File: src/rtl/writeback_unit_pkg.sv
// Shared RISC-V decode constants and writeback FSM state type.
package riscv_pkg;

    localparam logic [6:0] OPC_LOAD   = 7'b0000011;
    localparam logic [6:0] OPC_OP     = 7'b0110011;
    localparam logic [6:0] OPC_OP_IMM = 7'b0010011;
    localparam logic [6:0] OPC_LUI    = 7'b0110111;
    localparam logic [6:0] OPC_AUIPC  = 7'b0010111;
    localparam logic [6:0] OPC_JAL    = 7'b1101111;
    localparam logic [6:0] OPC_JALR   = 7'b1100111;

    localparam logic [2:0] F3_LB  = 3'b000;
    localparam logic [2:0] F3_LH  = 3'b001;
    localparam logic [2:0] F3_LW  = 3'b010;
    localparam logic [2:0] F3_LD  = 3'b011;
    localparam logic [2:0] F3_LBU = 3'b100;
    localparam logic [2:0] F3_LHU = 3'b101;
    localparam logic [2:0] F3_LWU = 3'b110;

    typedef enum logic {
        IDLE,
        WAIT_LOAD
    } wb_state_t;

endpackage

File: src/rtl/writeback_unit_load_align.sv
// Combinational load aligner: picks the addressed field out of a naturally
// aligned memory word, extends it, and flags misaligned or illegal accesses.
module load_align
    import riscv_pkg::*;
#(
    parameter int XLEN = 32,
    localparam int OFF_W = $clog2(XLEN / 8)
) (
    input  logic [XLEN-1:0]  word_i,
    input  logic [OFF_W-1:0] offset_i,
    input  logic [2:0]       funct3_i,
    output logic [XLEN-1:0]  data_o,
    output logic             misaligned_o,
    output logic             illegal_o
);

    // Field masks built by shifting so that the word mask is all-ones on RV32.
    localparam logic [XLEN-1:0] MASK_B = ~({XLEN{1'b1}} << 8);
    localparam logic [XLEN-1:0] MASK_H = ~({XLEN{1'b1}} << 16);
    localparam logic [XLEN-1:0] MASK_W = ~({XLEN{1'b1}} << 32);

    logic [XLEN-1:0] field;

    assign field = word_i >> {offset_i, 3'b000};

    function automatic logic [XLEN-1:0] extend_field(
        input logic [XLEN-1:0] value,
        input logic [XLEN-1:0] mask,
        input logic            sign
    );
        return sign ? (value | ~mask) : (value & mask);
    endfunction

    always_comb begin
        data_o       = '0;
        misaligned_o = 1'b0;
        illegal_o    = 1'b0;
        case (funct3_i)
            F3_LB:  data_o = extend_field(field, MASK_B, field[7]);
            F3_LBU: data_o = extend_field(field, MASK_B, 1'b0);
            F3_LH: begin
                data_o       = extend_field(field, MASK_H, field[15]);
                misaligned_o = offset_i[0];
            end
            F3_LHU: begin
                data_o       = extend_field(field, MASK_H, 1'b0);
                misaligned_o = offset_i[0];
            end
            F3_LW: begin
                data_o       = extend_field(field, MASK_W, field[31]);
                misaligned_o = |offset_i[1:0];
            end
            F3_LWU: begin
                if (XLEN == 64) begin
                    data_o       = extend_field(field, MASK_W, 1'b0);
                    misaligned_o = |offset_i[1:0];
                end else begin
                    illegal_o = 1'b1;
                end
            end
            F3_LD: begin
                if (XLEN == 64) begin
                    data_o       = field;
                    misaligned_o = |offset_i;
                end else begin
                    illegal_o = 1'b1;
                end
            end
            default: illegal_o = 1'b1;
        endcase
    end

endmodule

File: src/rtl/writeback_unit.sv
// RV32/RV64 writeback stage: result selection, load alignment with late-data
// stall, registered register-file write, same-cycle bypass, retire counter.
module writeback_unit
    import riscv_pkg::*;
#(
    parameter int XLEN  = 32,
    parameter int CNT_W = 32
) (
    input  logic             clk,
    input  logic             rst_n,
    input  logic             valid_i,
    output logic             ready_o,
    input  logic             flush_i,
    input  logic [31:0]      instr_i,
    input  logic [XLEN-1:0]  pc_i,
    input  logic [XLEN-1:0]  alu_result_i,
    input  logic [XLEN-1:0]  mem_data_i,
    input  logic             mem_valid_i,
    output logic [4:0]       sel_rd_o,
    output logic             we_o,
    output logic [XLEN-1:0]  data_o,
    output logic             bypass_valid_o,
    output logic [4:0]       bypass_rd_o,
    output logic [XLEN-1:0]  bypass_data_o,
    output logic             misaligned_o,
    output logic             illegal_o,
    output logic [CNT_W-1:0] retire_count_o
);

    localparam int OFF_W = $clog2(XLEN / 8);

    wb_state_t        state_q, state_d;
    logic [4:0]       rd_q, rd_d;
    logic [2:0]       f3_q, f3_d;
    logic [OFF_W-1:0] off_q, off_d;
    logic             we_q;
    logic [4:0]       sel_rd_q;
    logic [XLEN-1:0]  data_q;
    logic             misaligned_q, misaligned_d;
    logic             illegal_q, illegal_d;
    logic [CNT_W-1:0] retire_count_q, retire_count_d;

    logic             has_result;
    logic [4:0]       res_rd;
    logic [XLEN-1:0]  res_data;
    logic             retire;

    logic [2:0]       align_f3;
    logic [OFF_W-1:0] align_off;
    logic [XLEN-1:0]  align_data;
    logic             align_mis;
    logic             align_ill;

    // While waiting, the aligner must see the fields latched at accept time.
    assign align_f3  = (state_q == IDLE) ? instr_i[14:12] : f3_q;
    assign align_off = (state_q == IDLE) ? alu_result_i[OFF_W-1:0] : off_q;

    load_align #(.XLEN(XLEN)) u_align (
        .word_i       (mem_data_i),
        .offset_i     (align_off),
        .funct3_i     (align_f3),
        .data_o       (align_data),
        .misaligned_o (align_mis),
        .illegal_o    (align_ill)
    );

    assign ready_o = (state_q == IDLE);

    always_comb begin
        state_d      = state_q;
        rd_d         = rd_q;
        f3_d         = f3_q;
        off_d        = off_q;
        has_result   = 1'b0;
        res_rd       = '0;
        res_data     = '0;
        retire       = 1'b0;
        misaligned_d = 1'b0;
        illegal_d    = 1'b0;

        case (state_q)
            IDLE: begin
                if (valid_i) begin
                    case (instr_i[6:0])
                        OPC_LOAD: begin
                            if (align_ill) begin
                                illegal_d = 1'b1;
                            end else if (mem_valid_i) begin
                                if (align_mis) begin
                                    misaligned_d = 1'b1;
                                end else begin
                                    retire     = 1'b1;
                                    has_result = 1'b1;
                                    res_rd     = instr_i[11:7];
                                    res_data   = align_data;
                                end
                            end else begin
                                state_d = WAIT_LOAD;
                                rd_d    = instr_i[11:7];
                                f3_d    = instr_i[14:12];
                                off_d   = alu_result_i[OFF_W-1:0];
                            end
                        end
                        OPC_OP, OPC_OP_IMM, OPC_LUI, OPC_AUIPC: begin
                            retire     = 1'b1;
                            has_result = 1'b1;
                            res_rd     = instr_i[11:7];
                            res_data   = alu_result_i;
                        end
                        OPC_JAL, OPC_JALR: begin
                            retire     = 1'b1;
                            has_result = 1'b1;
                            res_rd     = instr_i[11:7];
                            res_data   = pc_i + XLEN'(4);
                        end
                        default: retire = 1'b1;
                    endcase
                end
            end
            WAIT_LOAD: begin
                if (flush_i) begin
                    state_d = IDLE;
                end else if (mem_valid_i) begin
                    state_d = IDLE;
                    if (align_mis) begin
                        misaligned_d = 1'b1;
                    end else begin
                        retire     = 1'b1;
                        has_result = 1'b1;
                        res_rd     = rd_q;
                        res_data   = align_data;
                    end
                end
            end
            default: state_d = IDLE;
        endcase

        bypass_valid_o = has_result && (res_rd != 5'd0);
        bypass_rd_o    = bypass_valid_o ? res_rd : 5'd0;
        bypass_data_o  = bypass_valid_o ? res_data : '0;
        retire_count_d = retire ? retire_count_q + CNT_W'(1) : retire_count_q;
    end

    always_ff @(posedge clk or negedge rst_n) begin
        if (!rst_n) begin
            state_q        <= IDLE;
            rd_q           <= '0;
            f3_q           <= '0;
            off_q          <= '0;
            we_q           <= 1'b0;
            sel_rd_q       <= '0;
            data_q         <= '0;
            misaligned_q   <= 1'b0;
            illegal_q      <= 1'b0;
            retire_count_q <= '0;
        end else begin
            state_q        <= state_d;
            rd_q           <= rd_d;
            f3_q           <= f3_d;
            off_q          <= off_d;
            we_q           <= bypass_valid_o;
            sel_rd_q       <= bypass_rd_o;
            data_q         <= bypass_data_o;
            misaligned_q   <= misaligned_d;
            illegal_q      <= illegal_d;
            retire_count_q <= retire_count_d;
        end
    end

    assign we_o           = we_q;
    assign sel_rd_o       = sel_rd_q;
    assign data_o         = data_q;
    assign misaligned_o   = misaligned_q;
    assign illegal_o      = illegal_q;
    assign retire_count_o = retire_count_q;

endmodule

File: config.mk
export PLATFORM = sky130hd
export DESIGN_NAME = writeback_unit
export DESIGN_NICKNAME = d
export VERILOG_FILES = /design/src/rtl/writeback_unit_pkg.sv /design/src/rtl/writeback_unit_load_align.sv /design/src/rtl/writeback_unit.sv
export SDC_FILE = /design/constraint.sdc
export NUM_CORES = 1
export LEC_CHECK = 0
export CORE_MARGIN = 1
export CORE_UTILIZATION = 39
export CTS_CLUSTER_SIZE = 25
export DETAILED_ROUTE_END_ITERATION = 12
export MAX_ROUTING_LAYER = met4
export PLACE_DENSITY = 0.8
export SLEW_MARGIN = 20
export SYNTH_ARGS = -nofsm -noshare
export SYNTH_HDL_FRONTEND = slang
export SYNTH_SLANG_ARGS = --single-unit
File: constraint.sdc
create_clock -name clk -period 2.1 [get_ports clk]
set_input_delay 0.21 -clock clk [delete_from_list [all_inputs] [get_ports clk]]
set_output_delay 0.21 -clock clk [all_outputs]
set_load 0.05 [all_outputs]
==> impl_results.md <==
* Antenna diode count at 0
* Fmax achieved at 0.329 GHz
* Wire length after detailed routing at 23700 um
* Worst Setup Slack, final at -939 ps
* Clk slew on worst S/H paths at 70 ps
* Post-synthesis sequential area ratio at 0.382
* Parity-gate share of the synthesized area counting xor and xnor cells at 0.0951
* Crit path capture type: primary output
* Kind of start point of the critical path: flip-flop
* Post-DRT Antenna Nets at 0
* Number of global-route vias before repair at 6633
* Routability congestion estimate from global placement at 0.988
* Number of instances in the synthesized netlist at 586
* Largest area contributor in the synthesized netlist: sky130_fd_sc_hd__dfrtp_1
* Flop and latch count out of synthesis at 83
* Post-synthesis cell type count at 62
* Remaining global-route overflow at 0
* WL/cell at 20.8 um
* Fraction of registers with async set/reset at 1.00
* Wire length of the first global-routing pass at 35200 um
* Number of maximum-capacitance violations at 0
* Area used by sequential logic in the layout at 2080 um2
* RSZ-0062 raised after global routing: yes
* Number of design-rule violations left by the first detailed-router iteration at 671
* Final hold violations at 0
* All-layer global routing usage at 0.329
* Proportion of netlist area held by the largest area contributor at 0.382
* Primary flip-flop cell chosen by synthesis mapping: sky130_fd_sc_hd__dfrtp_1
* Number of nets in the final layout at 1098
* Maximum number of pins on one net before global-route repair at 45
* Total vias in the final route at 6484
* Worst Hold Class: in -> reg
* Adder-cell share of the synthesized area at 0.00461
* Worst Tran Pin Value at 586 ps
* Dominant combinational cell family by area after synthesis: simple AND/OR/NAND/NOR gates
* Detailed placement HPWL at 17700 um
* Maximum fanout along the worst path at 7
* Vertical extent of the die at 120 um
* VDD IR max at 0.326 mV
* Post-DR vias/cell at 5.67
* Clock Skew at 9.10 ps
* Count of fill cells added during filler insertion at 791
* Area fraction in compound gates after synthesis at 0.188
* Critical path data required time at 1890 ps
* Violations in the final reports: setup timing
* Synthesis Warnings at 0
* Number of clock buffers inserted by TritonCTS at 9
* Quantity of I/O buffers inserted on ports at 226
* Row cnt at 42
* Top-Level Pins at 244
* Endpoints failing setup at 103
* Width of the chip at 120 um
* Mapped Avg Cell Area at 9.27 um2
* Final worst path period share at 1.45
* Type of the worst setup path: reg -> out
* Worst-skew pair later-pin latency at 350 ps
* Clock period minus final worst setup slack at 3040 ps
* Total die area at 14400 um2
* Overall power consumption at 4.85 mW
* Root buffer cell: sky130_fd_sc_hd__clkbuf_16
* Synthesized Nets at 721
* Placeable core region at 13400 um2
* Mux share of post-synthesis cell area at 0.0659
* Clock tree from TritonCTS: built
* CTS H-tree lvls at 3
* Deepest clock path buffer count at 2
* Run status: complete, but fails checks
* Max-slew violation count at 0
* Syn Std Cell Area at 5430 um2
* Initial antenna violation count at 0
* Number of enable-type register cells in the synthesized netlist at 0
* Area of the multi-input gates at 3660 um2
* Cells taking the most area after synthesis: sky130_fd_sc_hd__dfrtp_1 (38%), sky130_fd_sc_hd__xnor2_1 (6.0%), sky130_fd_sc_hd__nand2_1 (5.3%)
* Effective utilization at floorplan at 0.406
* Fraction of final layout cells with drive strength greater than 1 at 0.350
* Power per cell area at 463 nW/um2
* Post-synthesis to final-layout area growth at 92.9%
* Max-slew headroom at 0.610
* Post-route core utilization at 0.782
* Number of sinks driven by the clock tree at 83
* Leak at 4.28 nW
* Post-route DRC violation count at 0
* Synth Area in Simple Gates at 0.226
* Detailed Routing Iterations Pass 1 at 6
* Arrival time worst endpoint at 2830 ps
## sequential cells by signal, summed over array words and instances (netlist names)
signal	cells
data_o	32
misaligned_o	1
illegal_o	1
we_o	1
off_q	2
retire_count_o	32
sel_rd_o	5
f3_q	3
state_q	1
rd_q	5
## power breakdown
| group | internal, mW | switching [mW] | leakage, nW | total [mW] |
|---|---|---|---|---|
| Clock | 0.991 | 0.698 | 0.156 | 1.69 |
| Combinational | 0.623 | 0.766 | 3.00 | 1.39 |
| Sequential | 1.68 | 0.0963 | 1.13 | 1.78 |
| Total | 3.29 | 1.56 | 4.28 | 4.85 |
## cell usage after synthesis, types with 3 or more instances
cell / n
sky130_fd_sc_hd__dfrtp_1: 83
sky130_fd_sc_hd__nand2_1: 77
sky130_fd_sc_hd__xnor2_1: 37
sky130_fd_sc_hd__nor2_1: 36
sky130_fd_sc_hd__a21oi_1: 27
sky130_fd_sc_hd__nand3_1: 24
sky130_fd_sc_hd__nand4_1: 23
sky130_fd_sc_hd__a22oi_1: 22
sky130_fd_sc_hd__xor2_1: 22
sky130_fd_sc_hd__o21ai_0: 21
sky130_fd_sc_hd__mux2i_1: 20
sky130_fd_sc_hd__nor2_2: 19
sky130_fd_sc_hd__inv_1: 14
sky130_fd_sc_hd__a21oi_2: 13
sky130_fd_sc_hd__and3_1: 12
sky130_fd_sc_hd__clkbuf_1: 12
sky130_fd_sc_hd__mux2_2: 12
sky130_fd_sc_hd__a31oi_1: 11
sky130_fd_sc_hd__and2_1: 7
sky130_fd_sc_hd__nor3_1: 7
sky130_fd_sc_hd__o22a_1: 7
sky130_fd_sc_hd__and4_1: 6
sky130_fd_sc_hd__buf_6: 6
sky130_fd_sc_hd__a211oi_1: 5
sky130_fd_sc_hd__a22o_1: 5
sky130_fd_sc_hd__buf_2: 5
sky130_fd_sc_hd__nor3_2: 4
sky130_fd_sc_hd__a21o_1: 3
sky130_fd_sc_hd__nor2b_1: 3
sky130_fd_sc_hd__o21ai_2: 3
sky130_fd_sc_hd__or2_2: 3
## layer usage
| layer | vias to the layer above | track usage | wire (um) |
|---|---|---|---|
| li1 | 2869 | - | - |
| met1 | 3068 | 0.374 | 8520 |
| met2 | 442 | 0.564 | 12000 |
| met3 | 105 | 0.0656 | 2030 |
| met4 | 0 | 0.135 | 1210 |
| met5 | - | - | 0 |
## layout make-up
type | count | area share
clock inverter | 5 | 0.00585
tap | 176 | 0.0210
clock buffer | 11 | 0.0241
timing repair buffer | 391 | 0.395
multi-input combinational | 463 | 0.349
sequential | 83 | 0.199
inverter | 15 | 0.00645
## through the flow
step / hold WS (ps) / setup slack, ps / setup TNS, ps / area [um2] / cells
5_1_grt: 407 / -983 / -54510 / 10500 / 1144
3_3_place_gp: 241 / -738 / -49960 / 9500 / 1096
6_report: 383 / -939 / -49500 / 10500 / 1144
2_1_floorplan: -85.6 / -589 / -37050 / 5690 / 586
3_5_place_dp: 249 / -829 / -56550 / 9500 / 1096
4_1_cts: 421 / -878 / -42700 / 10100 / 1124
## cell usage in the layout, fill, tap and decap left out, types with 8 or more instances in the layout
master / n
sky130_fd_sc_hd__a21oi_1: 25
sky130_fd_sc_hd__inv_1: 13
sky130_fd_sc_hd__buf_4: 130
sky130_fd_sc_hd__nor2_2: 8
sky130_fd_sc_hd__a21oi_4: 13
sky130_fd_sc_hd__a22oi_1: 22
sky130_fd_sc_hd__dfrtp_1: 79
sky130_fd_sc_hd__clkdlybuf4s50_1: 185
sky130_fd_sc_hd__clkbuf_16: 10
sky130_fd_sc_hd__buf_12: 49
sky130_fd_sc_hd__mux2_2: 12
sky130_fd_sc_hd__nand4_1: 23
sky130_fd_sc_hd__nor2_1: 25
sky130_fd_sc_hd__buf_6: 21
sky130_fd_sc_hd__mux2i_1: 18
sky130_fd_sc_hd__o21ai_0: 14
sky130_fd_sc_hd__nand3_1: 22
sky130_fd_sc_hd__xnor2_1: 37
sky130_fd_sc_hd__nand2_1: 76
sky130_fd_sc_hd__and3_1: 11
sky130_fd_sc_hd__xor2_1: 22
sky130_fd_sc_hd__nor2_4: 22
## cells by family (layout without fill, tap and decap cells)
logic type               after synthesis  count (layout)
multiplexers                          33              33
adder cells (fa/ha/maj)                2               2
XOR/XNOR                              59              59
buffers and inverters                 41             422
AND/OR/NAND/NOR                      232             233
AO/OA/AOI/OAI                        136             136
flip-flops                            83              83
## worst max-delay path, cell delays in order (launching register included)
cell and delay (ps):
sky130_fd_sc_hd__dfrtp_1 420, sky130_fd_sc_hd__buf_6 160, sky130_fd_sc_hd__nor4b_4 240, sky130_fd_sc_hd__a31o_2 200, sky130_fd_sc_hd__a221oi_4 70, sky130_fd_sc_hd__buf_6 150, sky130_fd_sc_hd__a22o_4 270, sky130_fd_sc_hd__nor4_4 320
sky130_fd_sc_hd__buf_12 150, sky130_fd_sc_hd__buf_8 150, sky130_fd_sc_hd__buf_12 140, sky130_fd_sc_hd__nor2_4 60, sky130_fd_sc_hd__buf_12 140
## repair_timing
| item | CTS | global route |
|---|---|---|
| setup buffers | 13 | 18 |
| pin swaps | 19 | 34 |
| hold buffers | 1 | 0 |
| gates cloned | 0 | 2 |
| hold endpoints to repair | 39 | 0 |
| setup endpoints to repair | 102 | 114 |
| resized for setup | 42 | 49 |
## worst paths after layout
path,startpoint,end,slack (ps),cells after the start
worst min-delay path,instr_i[12],f3_q[0],380,2
worst min register to register,retire_count_o[31],retire_count_o[31],480,1
worst max-delay path,state_q,bypass_data_o[8],-940,12
worst max register to register,state_q,data_o[0],-430,12
max in group asynchronous,rst_n,retire_count_o[2],1040,3
min in group asynchronous,rst_n,sel_rd_o[4],420,2
No activity file was read; power rests on OpenSTA's default activity.
